File: src/rtl/uart_reg_bridge.sv
// Host command responder: parses 0x55-framed read/write packets from the UART
// receive stream, drives a 32-bit register bus and returns the response bytes.
module uart_reg_bridge #(
  parameter int unsigned TIMEOUT = 5_000_000
) (
  input  logic        ipClk,
  input  logic        ipReset,
  input  logic [7:0]  ipRxData,
  input  logic        ipRxValid,
  output logic [7:0]  opTxData,
  output logic        opTxSend,
  input  logic        ipTxBusy,
  output logic [7:0]  opAddress,
  output logic [31:0] opWrData,
  output logic        opWrEnable,
  output logic        opRdEnable,
  input  logic [31:0] ipRdData
);

  localparam int TW = (TIMEOUT > 1) ? $clog2(TIMEOUT) : 1;
  localparam logic [TW-1:0] TMO_LAST = TW'(TIMEOUT - 1);

  localparam logic [7:0] SYNC_BYTE = 8'h55;
  localparam logic [7:0] RESP_OK   = 8'hAA;
  localparam logic [7:0] RESP_ERR  = 8'hEE;

  typedef enum logic [3:0] {
    S_IDLE, S_GET_CMD, S_GET_ADDR, S_GET_DATA,
    S_WRITE, S_READ, S_READ_WAIT, S_SEND, S_WAIT_DONE
  } state_t;

  state_t        state_q, state_d;
  logic          is_write_q, is_write_d;
  logic [7:0]    addr_q, addr_d;
  logic [31:0]   wr_data_q, wr_data_d;
  logic [1:0]    byte_cnt_q, byte_cnt_d;
  logic [39:0]   resp_q, resp_d;
  logic [2:0]    resp_len_q, resp_len_d;
  logic [2:0]    tx_idx_q, tx_idx_d;
  logic [TW-1:0] tmo_q, tmo_d;

  always_ff @(posedge ipClk) begin
    if (ipReset) begin
      state_q    <= S_IDLE;
      is_write_q <= 1'b0;
      addr_q     <= '0;
      wr_data_q  <= '0;
      byte_cnt_q <= '0;
      resp_q     <= '0;
      resp_len_q <= '0;
      tx_idx_q   <= '0;
      tmo_q      <= '0;
    end else begin
      state_q    <= state_d;
      is_write_q <= is_write_d;
      addr_q     <= addr_d;
      wr_data_q  <= wr_data_d;
      byte_cnt_q <= byte_cnt_d;
      resp_q     <= resp_d;
      resp_len_q <= resp_len_d;
      tx_idx_q   <= tx_idx_d;
      tmo_q      <= tmo_d;
    end
  end

  always_comb begin
    state_d    = state_q;
    is_write_d = is_write_q;
    addr_d     = addr_q;
    wr_data_d  = wr_data_q;
    byte_cnt_d = byte_cnt_q;
    resp_d     = resp_q;
    resp_len_d = resp_len_q;
    tx_idx_d   = tx_idx_q;
    tmo_d      = '0;

    case (state_q)
      S_IDLE: begin
        tx_idx_d = '0;
        if (ipRxValid && ipRxData == SYNC_BYTE) state_d = S_GET_CMD;
      end

      S_GET_CMD, S_GET_ADDR, S_GET_DATA: begin
        // An expiring gap abandons the packet even if a byte lands this cycle.
        if (tmo_q == TMO_LAST) begin
          state_d = S_IDLE;
        end else if (!ipRxValid) begin
          tmo_d = tmo_q + 1'b1;
        end else begin
          case (state_q)
            S_GET_CMD: begin
              if (ipRxData == 8'h00 || ipRxData == 8'h01) begin
                is_write_d = ipRxData[0];
                state_d    = S_GET_ADDR;
              end else begin
                resp_d     = {32'h0, RESP_ERR};
                resp_len_d = 3'd1;
                state_d    = S_SEND;
              end
            end
            S_GET_ADDR: begin
              addr_d     = ipRxData;
              byte_cnt_d = '0;
              state_d    = is_write_q ? S_GET_DATA : S_READ;
            end
            default: begin
              wr_data_d[{byte_cnt_q, 3'b000} +: 8] = ipRxData;
              byte_cnt_d = byte_cnt_q + 2'd1;
              if (byte_cnt_q == 2'd3) state_d = S_WRITE;
            end
          endcase
        end
      end

      S_WRITE: begin
        resp_d     = {32'h0, RESP_OK};
        resp_len_d = 3'd1;
        state_d    = S_SEND;
      end

      S_READ: state_d = S_READ_WAIT;

      S_READ_WAIT: begin
        resp_d     = {ipRdData, RESP_OK};
        resp_len_d = 3'd5;
        state_d    = S_SEND;
      end

      S_SEND: begin
        if (ipTxBusy) state_d = S_WAIT_DONE;
      end

      S_WAIT_DONE: begin
        if (!ipTxBusy) begin
          tx_idx_d = tx_idx_q + 3'd1;
          state_d  = (tx_idx_q + 3'd1 < resp_len_q) ? S_SEND : S_IDLE;
        end
      end

      default: state_d = S_IDLE;
    endcase
  end

  assign opAddress  = addr_q;
  assign opWrData   = wr_data_q;
  assign opWrEnable = (state_q == S_WRITE);
  assign opRdEnable = (state_q == S_READ);
  assign opTxSend   = (state_q == S_SEND);
  // The byte stays on the bus through WaitDone so the UART can re-sample it.
  assign opTxData   = (state_q == S_SEND || state_q == S_WAIT_DONE)
                      ? resp_q[{tx_idx_q, 3'b000} +: 8] : 8'h00;

endmodule
File: config.mk
export PLATFORM = sky130hd
export DESIGN_NAME = uart_reg_bridge
export DESIGN_NICKNAME = d
export VERILOG_FILES = /design/src/rtl/uart_reg_bridge.sv
export SDC_FILE = /design/constraint.sdc
export NUM_CORES = 1
export LEC_CHECK = 0
export CAP_MARGIN = 15
export CELL_PAD_IN_SITES_DETAIL_PLACEMENT = 1
export CELL_PAD_IN_SITES_GLOBAL_PLACEMENT = 2
export CORE_UTILIZATION = 34
export DETAILED_ROUTE_END_ITERATION = 10
export HOLD_SLACK_MARGIN = 0.1
export PLACE_DENSITY = 0.94
export SLEW_MARGIN = 20
export SYNTH_ARGS = -nofsm -noshare
export SYNTH_HDL_FRONTEND = slang
export SYNTH_SLANG_ARGS = --single-unit
File: constraint.sdc
create_clock -name ipClk -period 4.9 [get_ports ipClk]
set_input_delay 0.49 -clock ipClk [delete_from_list [all_inputs] [get_ports ipClk]]
set_output_delay 0.49 -clock ipClk [all_outputs]
set_load 0.03 [all_outputs]
==> impl_results.md, run 1 <==
* CP Capture Type: output pin
* Total Neg Setup Slack at 0 ns
* Final Cell Area at 0.006240 mm²
* Crit path kind: flop to output pin
* Core box area at between 0.01 and 0.015 mm²
* Register clock-pin slew on the reported worst setup and hold paths at 0.07 ns
* DR WL met3 at ~570 µm
* Length of routed met2 wiring at between 6 and 7 mm
* Number of clock buffers inserted by TritonCTS at 9
* Shortest period the worst path allows at ~3.2 ns
* Sw Share at around 24%
* Result of the run: complete, no violations
* Share of synthesized area occupied by flip-flops and latches at a little over two fifths
* Total internal power at between 1 and 1.5 mW
* Level count of the clock H-tree at 3
* Instance count of the mapped netlist at roughly 530
* Setup violations, final at 0
* Commonest non-fill, non-tap cell in the layout: sky130_fd_sc_hd__dfxtp_1
* Wire length of the first global-routing pass at about 23 mm
* Bufs and invs on worst path at 1
* Share of the core filled with cells in the final layout at between 40 and 50%
* Antenna violation net count after detailed routing at 0
* Antenna violations before repair at 0
* Kind of cell adding the most delay to the critical path: simple AND/OR/NAND/NOR gates
* Worst-skew pair later-pin latency at around 0.36 ns
* Library cells used by synthesis at just over 60
* Global Route Usage Sum at 19.98%
* Synth Net Count at 586
* Diode insertion count for antenna repair at 0
* Worst stage delay on the critical path at just under 0.8 ns
* Effective utilization at floorplan at a little over a third
* Synthesized-area fraction occupied by and/or/nand/nor cells at 23.27%
* Hold Vio Cnt, Final at 0
* GP Congestion at 0.7964
* Period utilisation layout at 65.27%
* Stages on the worst setup path at 4
* Top achievable clock speed at about 310 MHz
* Postcts setup bufs at 0
* Ratio of routed vias to standard cells at between 5 and 6
* Critical Path Fanout Max at 14
* I/O pins at 95
* Leakage dissipation at between 2 and 2.5 nW
* Post-layout net count at roughly 660
* Total Power at 1.762 mW
* Sequential share of power at 50.5%
* Cell breakdown of the critical path: nor3_1 -> a22oi_1 -> nor2_1 -> clkdlybuf4s50_1
* Via count at ~4300
* Commonest cells after routing, fill and taps aside: 108 x sky130_fd_sc_hd__dfxtp_1, 93 x sky130_fd_sc_hd__clkdlybuf4s50_1, 57 x sky130_fd_sc_hd__nor2_1
* Overall routed net length at between 10 and 15 mm
* Switching power at about 0.43 mW
* Count of flip-flops with a built-in enable after synthesis at 0
* DP HPWL at roughly 9.9 mm
* Pre-antenna DRT Iters at 4
* Worst Path Arrival at roughly 2.7 ns
* FP Rows at 43
* Share of cell area taken by muxes after synthesis at ~5.3%
* Synthesis-to-finish area growth at 26.54%
* Pin count of the biggest net entering global routing at 56
* Total gr overflow at 0
* Peak supply drop at between 0.0001 and 0.00015 V
* Synth Area per Inst at 9.251 µm²
* Cells on Worst Hold Path at 1
* Setup repair after global routing missed its margin: no
* Cts-stage hold buffer count at 0
* Die Area at ~0.015 mm²
* Clock tree root buffer cell: sky130_fd_sc_hd__clkbuf_16
* Kind of start point of the critical path: flop
* Sinks on the clock net at approximately 110
* Routed met1 length at approximately 6.6 mm
* Critical path data required time at ~4.4 ns
* Number of DRC violations after detailed routing at 0
* XOR/XNOR Fraction of Synth Area at a little over 4%
* Relative contribution of combinational cells to total power at about 7.4%
* Max-Slew Margin vs Limit at between 20 and 30%
* FF+latch count, synth at 108
* Worst-Margin Slew at around 1.1 ns
* FF-to-FF path depth at 5
* Max capacitance violation total at 0
* Classification of the worst-slack hold path: flop to flop
* CTS max path bufs at 2
* Fraction of power consumed by the clock network at between 40% and 50%
* Area of the mapped netlist at 0.004931 mm²
* Async S/R FF share, synth at 0%
* Vias in the first global route at ~4400
* Fraction of layout cells with a size suffix above 1 at 7.692%
* Average wire per cell in the routed design at roughly 18 µm
* Post-cts resize count at 0
* Port-buffer cells at between 90 and 100
* Post-synthesis compound-gate area fraction at 16.92%
* Horiz. Die Dim at around 120 µm
* TritonCTS clock tree: built
* Number of max-slew violations in the final report at 0
* Starting DRC count in detailed routing at 266
* Post-detailed-placement cell area at 0.005941 mm²
* Worst clock skew on the final layout at between 0.01 and 0.015 ns
* Chip height at 122.4 µm
* Top Layer Used: met4
* Combinational family with the most area after synthesis: simple AND/OR/NAND/NOR gates
* Warnings, synthesis at 0
* Most used DFF post-synth: sky130_fd_sc_hd__dfxtp_1
* Critical-path cell with the highest stage delay: sky130_fd_sc_hd__nor3_1
* Synth Area in Adders at roughly 2.3%
* Pwr Density at between 200 and 300 mW/mm²
## worst register-to-register path, cell delays in order, from the launching register on
cell and delay [ns]:
sky130_fd_sc_hd__dfxtp_1 0.67, sky130_fd_sc_hd__nand2b_1 0.33, sky130_fd_sc_hd__nor3_1 0.28, sky130_fd_sc_hd__nor2b_1 0.32, sky130_fd_sc_hd__a31oi_4 0.38, sky130_fd_sc_hd__a22o_1 0.33
## synthesized netlist by cell type (3+ instances only)
master / number / share of area (%)
sky130_fd_sc_hd__dfxtp_1: 108 / 44
sky130_fd_sc_hd__nor2_1: 57 / 4.3
sky130_fd_sc_hd__nand2_1: 48 / 3.7
sky130_fd_sc_hd__a21oi_1: 46 / 4.7
sky130_fd_sc_hd__nand4_1: 39 / 4.9
sky130_fd_sc_hd__a22o_1: 32 / 5.7
sky130_fd_sc_hd__clkbuf_1: 16 / 1.2
sky130_fd_sc_hd__xnor2_1: 16 / 2.8
sky130_fd_sc_hd__inv_1: 13 / 0.99
sky130_fd_sc_hd__buf_2: 12 / 1.2
sky130_fd_sc_hd__nand3_1: 11 / 1.1
sky130_fd_sc_hd__nor3_1: 11 / 1.1
sky130_fd_sc_hd__a22oi_1: 9 / 1.4
sky130_fd_sc_hd__ha_1: 9 / 2.3
sky130_fd_sc_hd__mux2i_1: 9 / 1.8
sky130_fd_sc_hd__xor2_1: 7 / 1.2
sky130_fd_sc_hd__mux4_2: 6 / 2.7
sky130_fd_sc_hd__nor4_1: 5 / 0.63
sky130_fd_sc_hd__o21ai_1: 5 / 0.51
sky130_fd_sc_hd__nand2b_1: 4 / 0.51
sky130_fd_sc_hd__nor3_2: 4 / 0.81
sky130_fd_sc_hd__o21ai_0: 4 / 0.41
sky130_fd_sc_hd__and3_1: 3 / 0.38
sky130_fd_sc_hd__and3_2: 3 / 0.46
sky130_fd_sc_hd__buf_6: 3 / 0.69
sky130_fd_sc_hd__mux2_2: 3 / 0.69
sky130_fd_sc_hd__nor2b_1: 3 / 0.38
sky130_fd_sc_hd__nor3b_1: 3 / 0.46
## cell families (layout without fill, tap and decap cells)
group           Yosys count  count (layout)
compound gates          117             117
fa+ha+maj                 9               9
flops                   108             108
mux                      18              18
simple gates            212             212
xor+xnor                 23              23
buf+inv                  46             124
## stage by stage
step           setup slack, ns  cells  hold WS (ns)
2_1_floorplan            2.661    533        0.4132
3_3_place_gp             1.980    775        0.4231
3_5_place_dp             1.829    775        0.4344
4_1_cts                  1.690    791        0.4495
5_1_grt                  1.491    791        0.4699
6_report                 1.702    791        0.4461
## metal layers
metal | GRT usage, % | up-vias
met5 | 0 | -
met4 | 7.012 | 0
met3 | 4.136 | 10
met2 | 32.20 | 78
met1 | 26.36 | 2123
li1 | - | 2090
## registers in the layout, indices dropped and copies added, names as in the netlist
signal      count
opWrData       32
byte_cnt_q      2
tx_idx_q        3
state_q         4
is_write_q      1
opAddress       8
resp_q         34
resp_len_q      1
tmo_q          23
## layout make-up
class / count / area (µm²)
Clock buffer: 9 / 225.2
Clock inverter: 7 / 73.82
Fill cell: 1617 / 7749
Inverter: 13 / 48.80
Multi-Input combinational cell: 379 / 2561
Sequential cell: 108 / 2162
Tap cell: 180 / 225.2
Timing Repair Buffer: 95 / 943.4
## final timing paths
path	from	end	slack, ns
setup reg to reg	state_q[0]	resp_q[8]	2.49
hold / removal	tmo_q[0]	tmo_q[0]	0.45
setup / recovery	tx_idx_q[0]	opTxData[7]	1.70
hold reg to reg	tmo_q[0]	tmo_q[0]	0.45
## power groups by stage
stage	sequential, mW	clock (mW)	combinational (mW)
floorplan	0.904	0	0.0801
finish	0.890	0.742	0.130
detailed placement	0.910	0	0.129
global route	0.891	0.797	0.142
CTS	0.890	0.762	0.131
global placement	0.911	0	0.128
(Power assumes the default switching activity.)
==> inputs of run 2 (changes only) <==
CORE_UTILIZATION = 32   (was 34)
PLACE_DENSITY = 0.9   (was 0.94)
clock period = 3.12 ns   (was 4.9 ns; I/O delays follow)
==> run 2 against run 1 <==
  * Combinational power rose by 65%
  * Total power rose by 64%
  * Sequential power grew 57%
  * Clock skew fell by 0.0025 ns
  * Hold slack worse by 0.15 ns
  * Wire length is 1.8% higher
  * Core utilization decreased by 2.4 points
  * First-iteration DRC count fell by 23%
  * Critical path type unchanged
==> impl_results.md, run 2 (synthesized netlist as in run 1, its figures left out) <==
* Shortest period the worst path allows at 2.858 ns
* Fill cell total of the finished layout at 1703 (was 1617)
* CTS max path bufs at 2 (unchanged)
* Post-detailed-placement cell area at 0.006056 mm² (was 0.005941 mm²)
* Relative contribution of combinational cells to total power at 7.4% (about the same)
* Sw Share at 22.78% (was 24.13%)
* Classification of the worst-slack hold path: input pin to flop (was flop to flop)
* Cts-stage hold buffer count at 0 (unchanged)
* Max-Slew Margin vs Limit at 25.59% (was 29.71%)
* Register clock-pin slew on the reported worst setup and hold paths at 0.07 ns (about the same)
* Total Power at 2.893 mW (was 1.762 mW)
* Launch point of the worst reg-to-reg path: tmo_q[0] (was state_q[0])
* Stages on the worst setup path at 4 (unchanged)
* Fraction of layout cells with a size suffix above 1 at 9.600% (was 7.692%)
* Fraction of power consumed by the clock network at 44.3% (was 42.1%)
* Multi-input gate area in the final layout at 0.002566 mm² (was 0.002561 mm²)
* Worst-skew pair later-pin latency at 0.36 ns (about the same)
* Critical path data required time at 2.81 ns (was 4.41 ns)
* Antenna violations before repair at 0 (unchanged)
* Number of max-slew violations in the final report at 0 (unchanged)
* Bufs and invs on worst path at 1 (unchanged)
* Vias in the first global route at 4535 (was 4445)
* CP Capture Type: output pin (unchanged)
* Crit path kind: flop to output pin (unchanged)
* Leakage dissipation at 2.166 nW (was 2.072 nW)
* Period utilisation layout at about nine tenths
* TritonCTS clock tree: built (unchanged)
* Length of routed met2 wiring at 6.880 mm (was 6.829 mm)
* Switching power at 0.6591 mW (was 0.4251 mW)
* Overall routed net length at 14.43 mm (was 14.18 mm)
* DP HPWL at 10.26 mm (was 9.870 mm)
* Top Layer Used: met4 (unchanged)
* Seq. cell area at 0.002162 mm² (unchanged)
* Horiz. Die Dim at 126.1 µm (was 122.4 µm)
* FF-to-FF path depth at 7 (was 5)
* Kind of cell adding the most delay to the critical path: flip-flops (was simple AND/OR/NAND/NOR gates)
* Pin count of the biggest net entering global routing at 44 (was 56)
* Kind of start point of the critical path: flop (unchanged)
* Setup violations, final at 0 (unchanged)
* Hold Vio Cnt, Final at 0 (unchanged)
* Sinks on the clock net at 108 (unchanged)
* Average wire per cell in the routed design at 17.74 µm (was 17.92 µm)
* Top achievable clock speed at between 300 and 400 MHz
* Starting DRC count in detailed routing at 206 (was 266)
* Diode insertion count for antenna repair at 0 (unchanged)
* Critical-path cell with the highest stage delay: sky130_fd_sc_hd__dfxtp_1 (was sky130_fd_sc_hd__nor3_1)
* Worst-Margin Slew at 1.116 ns (was 1.054 ns)
* CP startpoint: tx_idx_q[0] (unchanged)
* Number of clock buffers inserted by TritonCTS at 9 (unchanged)
* Critical Path End: opTxData[3] (was opTxData[7])
* Antenna violation net count after detailed routing at 0 (unchanged)
* Die Area at 0.01591 mm² (was 0.01499 mm²)
* Wire length of the first global-routing pass at 23.52 mm (was 23.29 mm)
* Register-to-Register Setup Slack at 0.53 ns (was 2.49 ns)
* Total internal power at 2.234 mW (was 1.337 mW)
* Core box area at 0.01515 mm² (was 0.01399 mm²)
* Total gr overflow at 0 (unchanged)
* Critical Path Fanout Max at 14 (unchanged)
* Worst stage delay on the critical path at 0.74 ns (was 0.79 ns)
* Total Neg Setup Slack at 0 ns (unchanged)
* Commonest cells after routing, fill and taps aside: 108 x sky130_fd_sc_hd__dfxtp_1, 93 x sky130_fd_sc_hd__clkdlybuf4s50_1, 57 x sky130_fd_sc_hd__nor2_1 (unchanged)
* Pre-antenna DRT Iters at 4 (unchanged)
* DR WL met3 at 454 µm (was 574 µm)
* Sequential share of power at 48.3% (was 50.5%)
* Worst clock skew on the final layout at 0.008954 ns (was 0.01148 ns)
* Global Route Usage Sum at 18.84% (was 19.98%)
* I/O pins at 95 (unchanged)
* Number of DRC violations after detailed routing at 0 (unchanged)
* Post-layout net count at 673 (was 659)
* Start point of the worst min-delay path: ipReset (was tmo_q[0])
* Worst Path Arrival at 2.55 ns (was 2.71 ns)
* Effective utilization at floorplan at 32.56% (was 35.25%)
* Ratio of routed vias to standard cells at 5.394 (was 5.437)
* Setup repair after global routing missed its margin: no (unchanged)
* Level count of the clock H-tree at 3 (unchanged)
* GP Congestion at 0.8495 (was 0.7964)
* Peak supply drop at 0.0002632 V (was 0.0001446 V)
* Commonest non-fill, non-tap cell in the layout: sky130_fd_sc_hd__dfxtp_1 (unchanged)
* Capture point of the worst reg-to-reg path: opWrData[4] (was resp_q[8])
* Routed met1 length at 6.864 mm (was 6.575 mm)
* Pwr Density at 452.2 mW/mm² (was 282.3 mW/mm²)
* Register bank with the most flops: resp_q (unchanged)
* Chip height at 126.1 µm (was 122.4 µm)
* Final Cell Area at 0.006397 mm² (was 0.006240 mm²)
* Cell breakdown of the critical path: mux4_2 -> a22oi_1 -> nor2_1 -> clkdlybuf4s50_1 (was nor3_1 -> a22oi_1 -> nor2_1 -> clkdlybuf4s50_1)
* Result of the run: complete, no violations (unchanged)
* Largest register FFs at 34 (unchanged)
* Max capacitance violation total at 0 (unchanged)
* Synthesis-to-finish area growth at 29.74% (was 26.54%)
* Via count at 4385 (was 4301)
* Port-buffer cells at 94 (unchanged)
* Clock tree root buffer cell: sky130_fd_sc_hd__clkbuf_16 (unchanged)
* FP Rows at 45 (was 43)
==> run 2: worst min path at each step <==
stage / end / slack (ns) / cells past startpoint
CTS: tx_idx_q[1] / 0.28 / 2
finish: tx_idx_q[1] / 0.29 / 2
floorplan: tmo_q[0] / 0.41 / 1
global route: tx_idx_q[0] / 0.30 / 2
global placement: tmo_q[0] / 0.42 / 1
detailed placement: resp_len_q[2] / 0.44 / 1
==> run 2: worst reg2reg max path: cells and delay by family (launching register included) <==
kind	cells	cell delay (ns)
flops	1	0.33
buf+inv	1	0.16
simple gates	4	1.58
fa+ha+maj	1	0.22
compound gates	1	0.23
==> run 2: repair_timing <==
| action | in CTS | in global routing |
|---|---|---|
| buffers inserted | 0 | 0 |
| endpoints found under the hold margin | 0 | 0 |
| resized for setup | 0 | 1 |
| setup endpoints to repair | 0 | 3 |
==> run 2: final cells by class <==
type / instances / share of cell area [%]
Multi-Input combinational cell: 379 / 40.11
Clock buffer: 12 / 4.009
Tap cell: 188 / 3.677
Timing Repair Buffer: 109 / 16.39
Clock inverter: 4 / 1.252
Sequential cell: 108 / 33.80
Inverter: 13 / 0.7628
==> run 2: power by group through the flow <==
stage / clock, mW / combinational (mW) / sequential, mW
after floorplan: 0 / 0.126 / 1.42
after global placement: 0 / 0.209 / 1.43
after detailed placement: 0 / 0.214 / 1.43
after CTS: 1.31 / 0.215 / 1.40
after global routing: 1.37 / 0.232 / 1.40
final: 1.28 / 0.214 / 1.40
==> run 2: through the flow <==
step                instances  setup slack (ns)  hold WS [ns]  utilization (%)
floorplan                 533             1.059        0.4132                -
detailed placement        797            0.4742        0.4415            39.98
global placement          797            0.5294        0.4247            39.98
global route              813            0.1580        0.3032            42.24
finish                    813            0.2616        0.2914            42.24
CTS                       813            0.1777        0.2787            42.21
==> run 2: routing by layer <==
layer,GRT usage (%),vias up
li1,-,2118
met1,24.44,2182
met2,30.97,69
met3,3.526,16
met4,7.300,0
met5,0,-
==> inputs of run 3 (changes only) <==
CORE_ASPECT_RATIO = 1.75   (was not set)
RECOVER_POWER = 50   (was not set)
SKIP_LAST_GASP = 1   (was not set)
==> run 3 against run 2 <==
  * Design area is 1.3% lower
  * Largest power group unchanged
  * Non-clock buffer count is 2 higher
  * Global-route usage up 0.13 points
  * Sequential cell count is the same
  * Count of clock-buffer cells in the layout decreased by 3
  * Clock skew increased by 0.0023 ns
  * Die area grew 0.12%
==> impl_results.md, run 3 (synthesized netlist as in run 1, its figures left out) <==
* CP startpoint: state_q[3] (was tx_idx_q[0])
* Critical path data required time at 2.81 ns (about the same)
* Fraction of layout cells with a size suffix above 1 at 9.410% (was 9.600%)
* Vias in the first global route at 4746 (was 4535)
* Sinks on the clock net at 108 (unchanged)
* Kind of start point of the critical path: flop (unchanged)
* Diode insertion count for antenna repair at 0 (unchanged)
* Antenna violations before repair at 0 (unchanged)
* Shortest period the worst path allows at 2.963 ns (was 2.858 ns)
* Ratio of routed vias to standard cells at 5.465 (was 5.394)
* Worst Path Arrival at 2.65 ns (was 2.55 ns)
* Clock tree root buffer cell: sky130_fd_sc_hd__clkbuf_16 (unchanged)
* Core box area at 0.01499 mm² (was 0.01515 mm²)
* Total Neg Setup Slack at 0 ns (unchanged)
* Launch point of the worst reg-to-reg path: tmo_q[0] (unchanged)
* Peak supply drop at 0.0002283 V (was 0.0002632 V)
* Register bank with the most flops: resp_q (unchanged)
* Post-placement cell count at 794 (was 797)
* Synthesis-to-finish area growth at 28.11% (was 29.74%)
* Port-buffer cells at 94 (unchanged)
* CP Capture Type: output pin (unchanged)
* Overall routed net length at 14.52 mm (was 14.43 mm)
* Commonest cells after routing, fill and taps aside: 108 x sky130_fd_sc_hd__dfxtp_1, 57 x sky130_fd_sc_hd__nor2_1, 53 x sky130_fd_sc_hd__clkdlybuf4s50_1 (was 108 x sky130_fd_sc_hd__dfxtp_1, 93 x sky130_fd_sc_hd__clkdlybuf4s50_1, 57 x sky130_fd_sc_hd__nor2_1)
* Max capacitance violation total at 0 (unchanged)
* Number of max-slew violations in the final report at 0 (unchanged)
* Smallest hold slack at 0.3216 ns (was 0.2914 ns)
* Horiz. Die Dim at 95.84 µm (was 126.1 µm)
* Starting DRC count in detailed routing at 126 (was 206)
* Critical Path Fanout Max at 14 (unchanged)
* Seq. cell area at 0.002162 mm² (unchanged)
* Commonest non-fill, non-tap cell in the layout: sky130_fd_sc_hd__dfxtp_1 (unchanged)
* Die Area at 0.01593 mm² (was 0.01591 mm²)
* Critical Path End: opTxData[5] (was opTxData[3])
* Pwr Density at 428.5 mW/mm² (was 452.2 mW/mm²)
* Setup violations, final at 0 (unchanged)
* Number of DRC violations after detailed routing at 0 (unchanged)
* Non-filler cells in the finished layout at 810 (was 813)
* Via count at 4427 (was 4385)
* Worst setup margin at 0.1572 ns (was 0.2616 ns)
* Effective utilization at floorplan at 32.90% (was 32.56%)
* FP Rows at 59 (was 45)
* Crit path kind: flop to output pin (unchanged)
* TritonCTS clock tree: built (unchanged)
* Pre-antenna DRT Iters at 4 (unchanged)
* Post-cts resize count at 0 (unchanged)
* Top achievable clock speed at 337.5 MHz (was 349.8 MHz)
* Chip height at 166.2 µm (was 126.1 µm)
* GP Congestion at 0.8566 (was 0.8495)
* Share of the core filled with cells in the final layout at 42.16% (was 42.24%)
* Worst clock skew on the final layout at 0.01126 ns (was 0.008954 ns)
* Classification of the worst-slack hold path: input pin to flop (unchanged)
* Leakage dissipation at 2.285 nW (was 2.166 nW)
* Wire length of the first global-routing pass at 23.47 mm (was 23.52 mm)
* Multi-input gate area in the final layout at 0.002535 mm² (was 0.002566 mm²)
* Period utilisation layout at 94.96% (was 91.62%)
* Result of the run: complete, no violations (unchanged)
* Fill cell total of the finished layout at 1753 (was 1703)
* Capture point of the worst reg-to-reg path: opAddress[5] (was opWrData[4])
* Register clock-pin slew on the reported worst setup and hold paths at 0.07 ns (about the same)
* Setup repair after global routing missed its margin: no (unchanged)
* Average wire per cell in the routed design at 17.92 µm (was 17.74 µm)
* Register-to-Register Setup Slack at 0.49 ns (was 0.53 ns)
* Cts-stage hold buffer count at 0 (unchanged)
* Pin count of the biggest net entering global routing at 44 (unchanged)
* FF-to-FF path depth at 6 (was 7)
* Worst-Margin Slew at 1.277 ns (was 1.116 ns)
* Largest register FFs at 34 (unchanged)
* DP HPWL at 10.75 mm (was 10.26 mm)
* Post-layout net count at 675 (was 673)
* Max-Slew Margin vs Limit at 14.79% (was 25.59%)
* I/O pins at 95 (unchanged)
* Total gr overflow at 0 (unchanged)
* Worst-skew pair later-pin latency at 0.35 ns (was 0.36 ns)
* CTS max path bufs at 2 (unchanged)
* Postcts setup bufs at 0 (unchanged)
* Level count of the clock H-tree at 3 (unchanged)
* Global Route Usage Sum at 18.98% (was 18.84%)
* Number of clock buffers inserted by TritonCTS at 9 (unchanged)
* Antenna violation net count after detailed routing at 0 (unchanged)
* Worst slack at placement at 0.5469 ns (was 0.4742 ns)
* Hold Vio Cnt, Final at 0 (unchanged)
-- run 3: changes by cell type in the layout (fill, tap and decap cells not counted), sizes merged, moves of 2 or more --
cell / change
clkdlybuf4s50: -40
dlygate4sd3: +40
clkinv: +3
bufinv: -2
clkbuf: -2
inv: +2
-- run 3: how the worst min path moves through the flow --
| stage | startpoint | to | slack [ns] | cells after the start |
|---|---|---|---|---|
| detailed placement | tmo_q[0] | tmo_q[0] | 0.44 | 1 |
| finish | ipReset | byte_cnt_q[0] | 0.32 | 2 |
| global route | ipReset | byte_cnt_q[0] | 0.32 | 2 |
| floorplan | tmo_q[0] | tmo_q[0] | 0.41 | 1 |
| CTS | ipReset | byte_cnt_q[0] | 0.32 | 2 |
| global placement | tmo_q[0] | tmo_q[0] | 0.42 | 1 |
-- run 3: per-layer routing --
metal,part of all wire [%],track usage [%],vias up
met2,54,34.81,107
met3,3.9,4.167,25
met1,39,20.21,2173
met5,0,0,-
met4,2.9,7.787,0
li1,-,-,2122
-- run 3: final cells by class --
cell class / instances / area share [%]
flip-flops and latches: 108 / 34.22
well taps: 183 / 3.624
multi-input cells: 379 / 40.13
inverters: 13 / 0.7724
clock inverters: 7 / 0.9111
clock buffers: 9 / 3.565
repair buffers: 111 / 16.78
-- run 3: critical path, cell delays in order (launching register included) --
cell	delay (ns)
sky130_fd_sc_hd__dfxtp_1	0.62
sky130_fd_sc_hd__nand4b_1	0.25
sky130_fd_sc_hd__inv_1	0.12
sky130_fd_sc_hd__a21oi_1	0.53
sky130_fd_sc_hd__nor2_1	0.16
sky130_fd_sc_hd__clkdlybuf4s50_1	0.63
-- run 3: through the flow --
step / cell area [µm²] / total power, mW
finish: 6317 / 2.707
detailed placement: 6065 / 1.642
CTS: 6347 / 2.745
floorplan: 4931 / 1.546
global placement: 6065 / 1.639
global route: 6317 / 2.817
-- run 3: where the power goes --
part           total [mW]  switching [mW]  internal, mW
clock                1.10           0.545         0.554
sequential           1.40          0.0166          1.38
combinational       0.209           0.117        0.0920
==> patch (settings of run 3) <==
Reset style: asynchronous (`ipReset`), changed in one clocked block.
--- a/src/rtl/uart_reg_bridge.sv
+++ b/src/rtl/uart_reg_bridge.sv
@@ -40,5 +40,5 @@
   logic [TW-1:0] tmo_q, tmo_d;
 
-  always_ff @(posedge ipClk) begin
+  always_ff @(posedge ipClk or posedge ipReset) begin
     if (ipReset) begin
       state_q    <= S_IDLE;
Behaviour: differs if ipReset is asserted again (counterexample within 4 cycles, from zero or initial values and one cycle with ipReset high); with ipReset held inactive, the same outputs for 4 cycles.
==> patch against run 3 <==
  * The run now ends with max-slew violations left
  * Core utilization is 0.63 points lower
  * Setup slack improved by 0.034 ns
  * Sequential cell count did not move
  * Sequential share of layout area increased by 5.4 points
  * Global-route usage is 1.1 points lower
  * Count of clock-buffer cells in the layout up 2
  * Routed wire length grew 2.3%
  * Synthesized area grew 9.0%
  * Final area grew 8.1%
  * Critical path type unchanged
  * Critical endpoint unchanged
  * Largest cell class is now flip-flops and latches
Power is not compared: it rests on default switching activity, and its combinational part moved more than twofold at a synthesized area within 25%.
==> patch: results (changes against run 3) <==
- Status: finished with violations
- Failing checks: max-slew violations
- First-pass GRT wire length: 24200 µm (+3.0%)
- Vias per inst: 5.20 (-4.9%)
- Largest net degree at the start of global routing: 109 (+150%)
- Slew Viols, Final: 108 (+108)
- Non-filler cells, final: 831 (+2.6%)
- Total track usage: 17.9% (-1.1 points)
- HPWL after DPL: 10500 µm (-2.6%)
- WP data arrival: 2.62 ns (-0.03 ns)
- Vias in the first global route: 4619 (-2.7%)
- GR Layer Usage met1: 20.4% (+0.22 points)
- Final net count: 655 (-3.0%)
- Worst Reg2Reg Path Length in Cells: 7 (+1)
- CP max stage delay: 0.71 ns (+0.08 ns)
- Met2 GRT Util: 32.2% (-2.6 points)
- Worst hold margin: 0.478 ns (+0.156 ns)
- Largest delay share family, worst path: simple AND/OR/NAND/NOR gates
- Share of cells above drive strength 1: 9.56% (+0.15 points)
- Post-synth ARST share: 100% (+100 points)
- Placed cell count: 815 (+2.6%)
- Syn Area/Cell: 10.4 µm² (+13%)
- First DRT Iteration DRCs: 195 (+55%)
- Flop-to-flop setup slack: 0.54 ns (+0.05 ns)
- Worst slack, placed: 0.461 ns (-0.0855 ns)
## patch: worst max path at each step
| stage | startpoint | to | slack [ns] |
|---|---|---|---|
| CTS | state_q[1] | opTxData[5] | 0.08 |
| finish | state_q[1] | opTxData[5] | 0.19 |
| detailed placement | state_q[1] | opTxData[5] | 0.46 |
| floorplan | tx_idx_q[0] | opTxData[6] | 0.94 |
| global route | state_q[1] | opTxData[6] | 0.06 |
| global placement | state_q[1] | opTxData[6] | 0.50 |
## patch: per-layer routing
layer / share of wire, % / vias to the layer above
li1: - / 2018
met1: 40 / 2196
met2: 55 / 84
met3: 3.5 / 20
met4: 2.4 / 0
met5: 0 / -
## patch: cells by family after synthesis
logic type,Yosys count
and+or+nand+nor,163
AOI/OAI and AO/OA,147
DFF,108
buffers and inverters,48
xor gates and xnor gates,22
muxes,18
adders and majority gates,9
## patch: worst reg2reg max path: stages (launching register included)
cell and delay, ns:
dfrtp_1 0.45, ha_1 0.29, and3_1 0.23, nand3_1 0.21
o211ai_4 0.26, buf_4 0.51, or3_1 0.20, mux2_2 0.33
## patch: per-stage QoR
step	total power, mW	cell area [µm²]
finish	5.80	6830
global route	6.15	6830
CTS	5.91	6830
detailed placement	4.70	6530
global placement	4.61	6530
floorplan	3.83	5380
## patch: final cells by class
cell class	count	area (µm²)
multi-input cells	359	2430
clock inverters	5	60.1
fillers	1886	9620
flip-flops and latches	108	2700
clock buffers	11	243
repair buffers	108	1050
inverters	16	63.8
well taps	224	280
## patch: what timing repair did
| item | in CTS | in global routing |
|---|---|---|
| gates resized for setup | 0 | 2 |
| setup endpoints to repair | 0 | 3 |
| hold endpoints to repair | 0 | 0 |
## patch: report_power, final
part	switching, mW	internal, mW
Sequential	0.337	1.85
Clock	0.526	0.648
Combinational	1.42	1.03
